`config.mk`:
```
export PLATFORM = sky130hd
export DESIGN_NAME = hazard_forward_unit
export DESIGN_NICKNAME = d
export VERILOG_FILES = /design/src/rtl/hazard_pkg.sv /design/src/rtl/md_scoreboard.sv /design/src/rtl/hazard_forward_unit.sv
export SDC_FILE = /design/constraint.sdc
export NUM_CORES = 1
export LEC_CHECK = 0
export ABC_AREA = 1
export ABC_CLOCK_PERIOD_IN_PS = 2590
export BUFFER_PORTS_ARGS = -buffer_cell sky130_fd_sc_hd__buf_2
export CAP_MARGIN = 20
export CORE_ASPECT_RATIO = 0.75
export CORE_MARGIN = 2
export CORE_UTILIZATION = 55
export DETAILED_ROUTE_END_ITERATION = 10
export PLACE_DENSITY = 0.85
export SYNTH_ARGS = -nofsm -noshare
export SYNTH_HDL_FRONTEND = slang
export SYNTH_SLANG_ARGS = --single-unit
```
`constraint.sdc`:
```
create_clock -name clk -period 2.59 [get_ports clk]
set_input_delay 0.6475 -clock clk [delete_from_list [all_inputs] [get_ports clk]]
set_output_delay 0.6475 -clock clk [all_outputs]
set_load 0.02 [all_outputs]
```
`src/rtl/hazard_pkg.sv`:
```
// Shared forwarding codes and the register-match helper used by the hazard forwarding unit.
package hazard_pkg;

   localparam logic [1:0] FWD_NONE  = 2'b00;
   localparam logic [1:0] FWD_MEMWB = 2'b01;
   localparam logic [1:0] FWD_EXMEM = 2'b10;

   // Wide enough for any practical REG_AW; callers zero-extend with a size cast.
   localparam int unsigned IDX_W = 16;

   // x0 is hardwired to zero, so it never matches a producer.
   function automatic logic src_hit(input logic [IDX_W-1:0] idx,
                                    input logic             used,
                                    input logic [IDX_W-1:0] dst,
                                    input logic             we);
      return used & we & (idx != '0) & (idx == dst);
   endfunction

endpackage

```
`src/rtl/md_scoreboard.sv`:
```
// Tracks the single in-flight multi-cycle mul/div op: busy countdown and its destination.
module md_scoreboard
   import hazard_pkg::*;
#(
   parameter int unsigned REG_AW = 5,
   parameter int unsigned MD_LAT = 4
) (
   input  logic              clk,
   input  logic              rst_n,
   input  logic              launch,
   input  logic [REG_AW-1:0] dst,
   output logic              busy,
   output logic [REG_AW-1:0] busy_dst,
   output logic              wb_valid,
   output logic [REG_AW-1:0] wb_dst
);

   localparam int unsigned CW = $clog2(MD_LAT + 1);

   logic [CW-1:0]     cnt;
   logic [REG_AW-1:0] md_dst;

   // An asynchronous reset aborts the op outright; no writeback pulse follows.
   always_ff @(posedge clk or negedge rst_n) begin
      if (!rst_n) begin
         cnt    <= '0;
         md_dst <= '0;
      end else if (launch) begin
         cnt    <= CW'(MD_LAT);
         md_dst <= dst;
      end else if (cnt != '0) begin
         cnt <= cnt - CW'(1);
      end
   end

   always_comb begin
      busy     = (cnt != '0);
      busy_dst = md_dst;
      wb_valid = (cnt == CW'(1));
      wb_dst   = wb_valid ? md_dst : '0;
   end

endmodule

```
`src/rtl/hazard_forward_unit.sv`:
```
// Operand forwarding, load-use and mul/div hazard detection beside the ID/EX pipeline register.
module hazard_forward_unit
   import hazard_pkg::*;
#(
   parameter int unsigned REG_AW  = 5,
   parameter int unsigned NUM_SRC = 2,
   parameter int unsigned MD_LAT  = 4
) (
   input  logic                      clk,
   input  logic                      rst_n,
   input  logic                      id_valid,
   input  logic [NUM_SRC*REG_AW-1:0] id_src,
   input  logic [NUM_SRC-1:0]        id_src_used,
   input  logic [REG_AW-1:0]         id_dst,
   input  logic                      id_regwrite,
   input  logic                      id_is_load,
   input  logic                      id_is_md,
   input  logic                      flush,
   input  logic                      ex_mem_regwrite,
   input  logic [REG_AW-1:0]         ex_mem_dst,
   input  logic                      mem_wb_regwrite,
   input  logic [REG_AW-1:0]         mem_wb_dst,
   output logic [2*NUM_SRC-1:0]      fwd_sel,
   output logic                      stall,
   output logic                      bubble,
   output logic                      md_start,
   output logic                      md_busy,
   output logic                      md_wb_valid,
   output logic [REG_AW-1:0]         md_wb_dst
);

   logic                      ex_valid;
   logic [NUM_SRC*REG_AW-1:0] ex_src;
   logic [NUM_SRC-1:0]        ex_src_used;
   logic [REG_AW-1:0]         ex_dst;
   logic                      ex_regwrite;
   logic                      ex_is_load;
   logic                      ex_is_md;

   logic                      issue;
   logic                      md_pend;
   logic [REG_AW-1:0]         md_pend_dst;
   logic [REG_AW-1:0]         md_busy_dst;
   logic [NUM_SRC-1:0]        lu_hit;
   logic [NUM_SRC-1:0]        md_hit;
   logic                      stall_lu;
   logic                      stall_md;

   // ID/EX shadow: fields only move on issue, ex_valid drops to form the bubble.
   always_ff @(posedge clk or negedge rst_n) begin
      if (!rst_n) begin
         ex_valid    <= 1'b0;
         ex_src      <= '0;
         ex_src_used <= '0;
         ex_dst      <= '0;
         ex_regwrite <= 1'b0;
         ex_is_load  <= 1'b0;
         ex_is_md    <= 1'b0;
      end else if (issue) begin
         ex_valid    <= 1'b1;
         ex_src      <= id_src;
         ex_src_used <= id_src_used;
         ex_dst      <= id_dst;
         ex_regwrite <= id_regwrite;
         ex_is_load  <= id_is_load;
         ex_is_md    <= id_is_md;
      end else begin
         ex_valid <= 1'b0;
      end
   end

   for (genvar k = 0; k < NUM_SRC; k++) begin : g_src
      logic [REG_AW-1:0] ex_s;
      logic [REG_AW-1:0] id_s;
      logic [1:0]        sel;

      assign ex_s = ex_src[k*REG_AW +: REG_AW];
      assign id_s = id_src[k*REG_AW +: REG_AW];

      // EX/MEM holds the younger result, so it takes priority over MEM/WB.
      always_comb begin
         sel = FWD_NONE;
         if (ex_valid) begin
            if (src_hit(IDX_W'(ex_s), ex_src_used[k], IDX_W'(ex_mem_dst), ex_mem_regwrite)) begin
               sel = FWD_EXMEM;
            end else if (src_hit(IDX_W'(ex_s), ex_src_used[k], IDX_W'(mem_wb_dst),
                                 mem_wb_regwrite)) begin
               sel = FWD_MEMWB;
            end
         end
      end

      assign fwd_sel[2*k +: 2] = sel;
      assign lu_hit[k] = src_hit(IDX_W'(id_s), id_src_used[k], IDX_W'(ex_dst), 1'b1);
      assign md_hit[k] = src_hit(IDX_W'(id_s), id_src_used[k], IDX_W'(md_pend_dst), 1'b1);

      fwd_code_legal: assert property (@(posedge clk) disable iff (!rst_n) sel != 2'b11);
   end

   // Before the counter loads, the pending MD op still sits in EX.
   always_comb begin
      md_pend     = md_busy | (ex_valid & ex_is_md);
      md_pend_dst = md_busy ? md_busy_dst : ex_dst;
   end

   always_comb begin
      stall_lu = id_valid & ex_valid & ex_is_load & ex_regwrite & (ex_dst != '0) & (|lu_hit);
      stall_md = id_valid & md_pend &
                 ((|md_hit) |
                  src_hit(IDX_W'(id_dst), id_regwrite, IDX_W'(md_pend_dst), 1'b1) |
                  id_is_md);
      stall    = stall_lu | stall_md;
      bubble   = stall | flush;
      issue    = id_valid & ~stall & ~flush;
      md_start = ex_valid & ex_is_md;
   end

   md_scoreboard #(
      .REG_AW (REG_AW),
      .MD_LAT (MD_LAT)
   ) u_md_scoreboard (
      .clk      (clk),
      .rst_n    (rst_n),
      .launch   (md_start),
      .dst      (ex_dst),
      .busy     (md_busy),
      .busy_dst (md_busy_dst),
      .wb_valid (md_wb_valid),
      .wb_dst   (md_wb_dst)
   );

   md_start_idle: assert property (@(posedge clk) disable iff (!rst_n) md_start |-> !md_busy);
   md_wb_in_busy: assert property (@(posedge clk) disable iff (!rst_n) md_wb_valid |-> md_busy);

endmodule

```
==> Yosys cells after proc, flatten, opt, wreduce, memory -nomap -nowiden <==
Cells that the tools add are included.
{ "op_classes": {"bitwise": 37, "shift": 0, "reduce_logical": 10, "muxes": 11, "n_div": 0, "n_eq_ne": 10, "n_mul": 0, "addsub": 1, "n_lt_le_gt_ge": 0} }
{ "ops": {"columns": ["op", "n"], "rows": [
  ["== test 5 bit", 9],
  ["AND 1 bit", 30],
  ["nonzero test 5 bit", 6],
  ["two-way mux 5 bit", 2],
  ["two-way mux 2 bit", 4],
  ["two-way mux 3 bit", 2],
  ["bitwise OR 1 bit", 5],
  ["OR reduction 2 bit", 2],
  ["== test 3 x 1 -> 1 bit (second input constant)", 1],
  ["two-way mux 1 bit", 3],
  ["nonzero test 3 bit", 1],
  ["subtractor 3 x 1 -> 3 bit (second input constant)", 1],
  ["NOT 1 bit", 2],
  ["nonzero test 2 bit", 1]
]} }
{ "totals": {"mem_bits_rw": 0, "inputBits": 36, "register_bits": 29, "n_memories": 0, "wordCells": 78, "latchBits": 0, "output_inout_bits": 14, "romBits": 0} }

==> Depth between registers and ports, before layout <==
{ "depth": {"word_depth": 13, "mapped_depth": 17} }

==> Hierarchy <==
From an unflattened synthesis, not the netlist that was laid out.
{ "unflattened": {"cells_unflattened": 361, "area_unflattened_um2": 2386.0} }
{ "by_module_without_submodules": {"columns": ["module", "instances", "area_each_um2", "cells_per_inst", "seq_area_each_um2"], "rows": [
  ["hazard_forward_unit", 1, 1954.4, 310, 525.5],
  ["md_scoreboard", 1, 431.7, 51, 200.2]
]} }

==> Worst setup path before layout <==
Ideal clock, no wire load.
{ "synth_path": {"kind": "flip-flop to output port", "from": "register u_md_scoreboard.cnt[0]", "to": "output bubble", "path_stages_with_launch": 15, "slack_ns": 0.098, "arrival_time_ns": 1.844, "t_required_ns": 1.942, "path_buffers": 2, "cell_sequence": "dfrtp_1 > inv_1 > ha_1 > buf_6 > nand3_1 > nand3_1 > nand2_1 > nor2_1 > nand3_2 > nand2_2 > nor2_2 > nor2_2 > nor2_4 > buf_6 > nand2_1"} }
{ "synth_between": {"elab_chain_len": 10, "elab_cells_between_ends": 16, "cone_classes": "eq/ne: 3; mux: 1; bitwise: 10; reduce/logical: 2"} }
{ "synth_lines": {"columns": ["element", "line_no", "source"], "rows": [
  ["start: declaration", "md_scoreboard.sv:20", "logic [CW-1:0] cnt;"],
  ["start signal: assignment", "md_scoreboard.sv:29", "cnt <= CW'(MD_LAT);"],
  ["start signal: assignment", "md_scoreboard.sv:32", "cnt <= cnt - CW'(1);"],
  ["nonzero test 3 bit (*)", "md_scoreboard.sv:37", "busy = (cnt != '0);"],
  ["two-way mux 5 bit", "hazard_forward_unit.sv:103", "md_pend_dst = md_busy ? md_busy_dst : ex_dst;"],
  ["== test 5 bit", "hazard_pkg.sv:16", "return used & we & (idx != '0) & (idx == dst);"],
  ["AND 1 bit", "hazard_pkg.sv:16", null],
  ["OR reduction 2 bit", "hazard_forward_unit.sv:109", "((|md_hit) |"],
  ["bitwise OR 1 bit", "hazard_forward_unit.sv:109", null],
  ["bitwise OR 1 bit", "hazard_forward_unit.sv:110", "src_hit(IDX_W'(id_dst), id_regwrite, IDX_W'(md_pend_dst), 1'b1) |"],
  ["AND 1 bit (*)", "hazard_forward_unit.sv:108", "stall_md = id_valid & md_pend &"],
  ["bitwise OR 1 bit (*)", "hazard_forward_unit.sv:112", "stall = stall_lu | stall_md;"],
  ["bitwise OR 1 bit (*)", "hazard_forward_unit.sv:113", "bubble = stall | flush;"],
  ["end: declaration", "hazard_forward_unit.sv:25", "output logic bubble,"]
]} }
Mark *: on every way between the ends. The rest lies on a longest branch, timed or not.

==> Worst setup path in the final report <==
Same ends and word-level chain as after synthesis.

==> results by group <==
STA
  – Worst Tran Pin Value: 0.661 ns
  – Fmax: 360 MHz
  – Crit path time final: around 2.8 ns
  – Finish-stage setup viols: 2
  – TNS Setup: -0.349 ns
  – Unrepaired setup endpoints after global routing: true
  – Pins Over Slew Limit: 0
  – Period utilization: 107%
  – Max-slew headroom: between 50% and 60%
  – Hold Violations, Final: 0
  – WHS: 0.372 ns
  – Post-route setup slack: -0.186 ns
  – Skew final: between 0.006 and 0.007 ns

Clock tree
  – Number of buffers created by CTS: 5
  – Clk sinks: 29
  – Worst skew pair latency: roughly 0.29 ns
  – Clock slew at reported path FFs: around 0.070 ns
  – CTS tree: built
  – H-tree levels: 2
  – Max Root-Sink Buffers: 2
  – Hold buffer count at cts: 0
  – CTS root buffer: clkbuf_8

Setup path
  – Critical path required time: between 1.5 and 2 ns
  – Worst-path maximum fanout: 4
  – Crit end category: primary output
  – Critical Path Start: u_md_scoreboard.cnt[0]
  – Critical Path AT: ~2.1 ns
  – Setup Crit Path Kind: flop to primary output
  – Worst setup SP type: flop
  – Reg-to-reg startpoint: u_md_scoreboard.cnt[0]

Finish
  – Nets: ~440
  – Final Non-Filler Cells: ~460
  – Antenna Cells: 0
  – Layout cell share with drive strength beyond 1: around 30%
  – Multi-input gate area: approximately 1500 um^2
  – Fillcell total: 347
  – Seq. cell area: 726 um^2
  – Area grow syn2layout: 23.6%

Floorplan
  – Core ar.: between 4000 and 5000 um^2
  – Die height: between 60 and 70 um
  – Die area: ~4900 um^2
  – Die X: 79.8 um
  – Initial Utilization: 57.7%
  – IO Pins: 50
  – # rows: 20

Logic synthesis
  – Yosys cell types: 37
  – Net Count, Synth: between 300 and 400
  – Post-Syn Area: ~2400 um^2
  – Most frequent cells after synthesis: nand2_1 (89), inv_1 (37), nand3_1 (34)
  – Top post-synthesis cells by area: dfrtp_1 (31%), nand2_1 (14%), nand3_1 (7.2%), nand4_1 (6.9%), inv_1 (5.9%)
  – Ys flop type: dfrtp_1
  – Post-Synth XOR/XNOR Area: about 7%
  – Simple-Gate Fraction of Synth Area: between 40% and 50%
  – Post-synth top area share: between 30% and 40%
  – Synth Area in Compound Gates: ~5.4%
  – Share of synthesized cell area in full adder, half adder and majority cells: under 10%
  – Number of enable flip-flop cells after synthesis: 0
  – Post-Syn Instances: between 300 and 400
  – Post-synthesis register bit count: 29
  – Async SR Flop Fraction: 100%
  – Main combinational cell family by area after synthesis: simple AND/OR/NAND/NOR gates
  – Largest area contributor in the netlist: dfrtp_1
  – Cell with the most instances after synthesis: nand2_1
  – Yosys warns: 0
  – Synthesized area per cell: 6.97 um^2
  – Sequential area share after synthesis: a little under a third
  – Multiplexer area fraction after synthesis: 0%

Global routing
  – First-pass GRT wire length: roughly 11 mm
  – Global route total overflow: 0
  – Initial antenna violation count: 0
  – Largest net degree at the start of global routing: 30
  – GRT Overall Usage: between 30 and 40%
  – Vias in the first global route: 2,369

Worst hold path
  – Hold Path Class: primary input to async pin

Routing
  – Drt drc: 0
  – Vias: 2,627
  – 1st-iter DRT viols: about 190
  – First-pass iteration count of the detailed router: 5
  – Routed wire length: 7.00 mm
  – Vias/cell: between 5 and 6
  – Wirelength per Cell: 15.3 um
  – Routed Antenna Nets: 0

Place
  – PortBufs: a little under 50
  – Hpwl dp: 5.20 mm
  – Cell total after placement: approximately 450
  – GP Congestion: a little over 0.9
  – DP Worst Slack: -0.108 ns

Power and ir drop
  – Lkg Pwr: roughly 0.0016 uW
  – PwrDens: between 800 and 900 nW/um^2
  – Worst VDD drop: roughly 0.69 mV

Status
  – Violated checks: negative setup slack
  – Outcome: complete, but fails checks

Run
  – MaxCap Viol Count: 0
## flip-flops by register name (all words and copies together) (netlist names)
name	count
ex_src	10
u_md_scoreboard.busy_dst	5
ex_is_load	1
ex_valid	1
ex_is_md	1
ex_src_used	2
ex_regwrite	1
u_md_scoreboard.cnt	3
ex_dst	5
## critical path: stages (launching register included)
cell and delay (ns):
dfrtp_1 0.39, inv_2 0.08, ha_4 0.20, buf_6 0.15, nand3_4 0.10, nand3_2 0.08, nand2_1 0.06, nor2_2 0.17
nand3_2 0.10, nand2_2 0.09, nor2_2 0.05, nor2_2 0.12, nor2_4 0.06, nand2_2 0.07, buf_6 0.11
## logic make-up after synthesis
logic type | Yosys count
buffers and inverters | 55
flip-flops | 29
adder cells (fa/ha/maj) | 3
XOR/XNOR | 19
AND/OR/NAND/NOR | 214
AO/OA/AOI/OAI | 20
## metal layers
metal  global-route usage [%]  share of wire, %  routed length (um)
met2                     49.8                46                3200
met4                     9.20               1.6                 113
met3                     5.80               9.6                 669
met1                     43.4                43                3020
met5                        0                 0                   0
## final timing paths
| path | end | cells past startpoint | slack (ns) |
|---|---|---|---|
| worst max-delay path | bubble | 14 | -0.19 |
| worst min-delay path | u_md_scoreboard.busy_dst[2] | 1 | 0.37 |
| worst max register to register | ex_src[2] | 16 | 0.32 |
| worst min register to register | ex_is_md | 2 | 0.50 |
| max in group asynchronous | u_md_scoreboard.busy_dst[1] | 1 | 1.78 |
| min in group clk | ex_is_md | 2 | 0.50 |
## placed cells by master (no fill, tap or decap), drive strengths merged
cell | netlist | routed
and3 | 1 | 1
a221oi | 1 | 1
xnor2 | 11 | 11
buf | 12 | 69
o21ai | 8 | 8
and2 | 2 | 2
o2111ai | 2 | 2
clkbuf | 1 | 5
a211oi | 1 | 1
a21oi | 5 | 5
ha | 3 | 3
nand2 | 96 | 96
nor2 | 31 | 31
xor2 | 8 | 8
or2 | 4 | 4
dfrtp | 29 | 29
a22o | 1 | 1
clkinv | 0 | 2
nand4 | 27 | 27
nor4 | 3 | 3
o22ai | 2 | 2
nand3 | 40 | 40
clkinvlp | 0 | 1
inv | 42 | 42
nand3b | 6 | 6
nor3 | 4 | 4
## area by class of cell
type | instances | area share, %
clock inverter | 3 | 0.598
sequential | 29 | 24.8
tap | 55 | 2.35
clock buffer | 5 | 2.35
multi-input combinational | 256 | 50.0
timing repair buffer | 69 | 14.4
inverter | 42 | 5.47
## metrics by stage
stage	power (uW)	utilization (%)	instance area [um^2]
after CTS	2500	70.2	2880
after global placement	1930	65.4	2680
after global routing	2800	71.4	2930
after floorplan	1660	-	2370
final	2590	71.4	2930
after detailed placement	1980	65.4	2680
## power breakdown
part,internal [uW],switching (uW),leakage [uW],total (uW)
combinational,595,849,0.00116,1440
sequential,593,174,0.000360,768
clock,185,196,0.0000439,381
total,1370,1220,0.00156,2590
## timing repair
item,CTS,global route
resized for setup,20,7
pin swaps,9,9
setup endpoints to repair,2,2
buffers inserted,4,2
(Power assumes the default switching activity.)
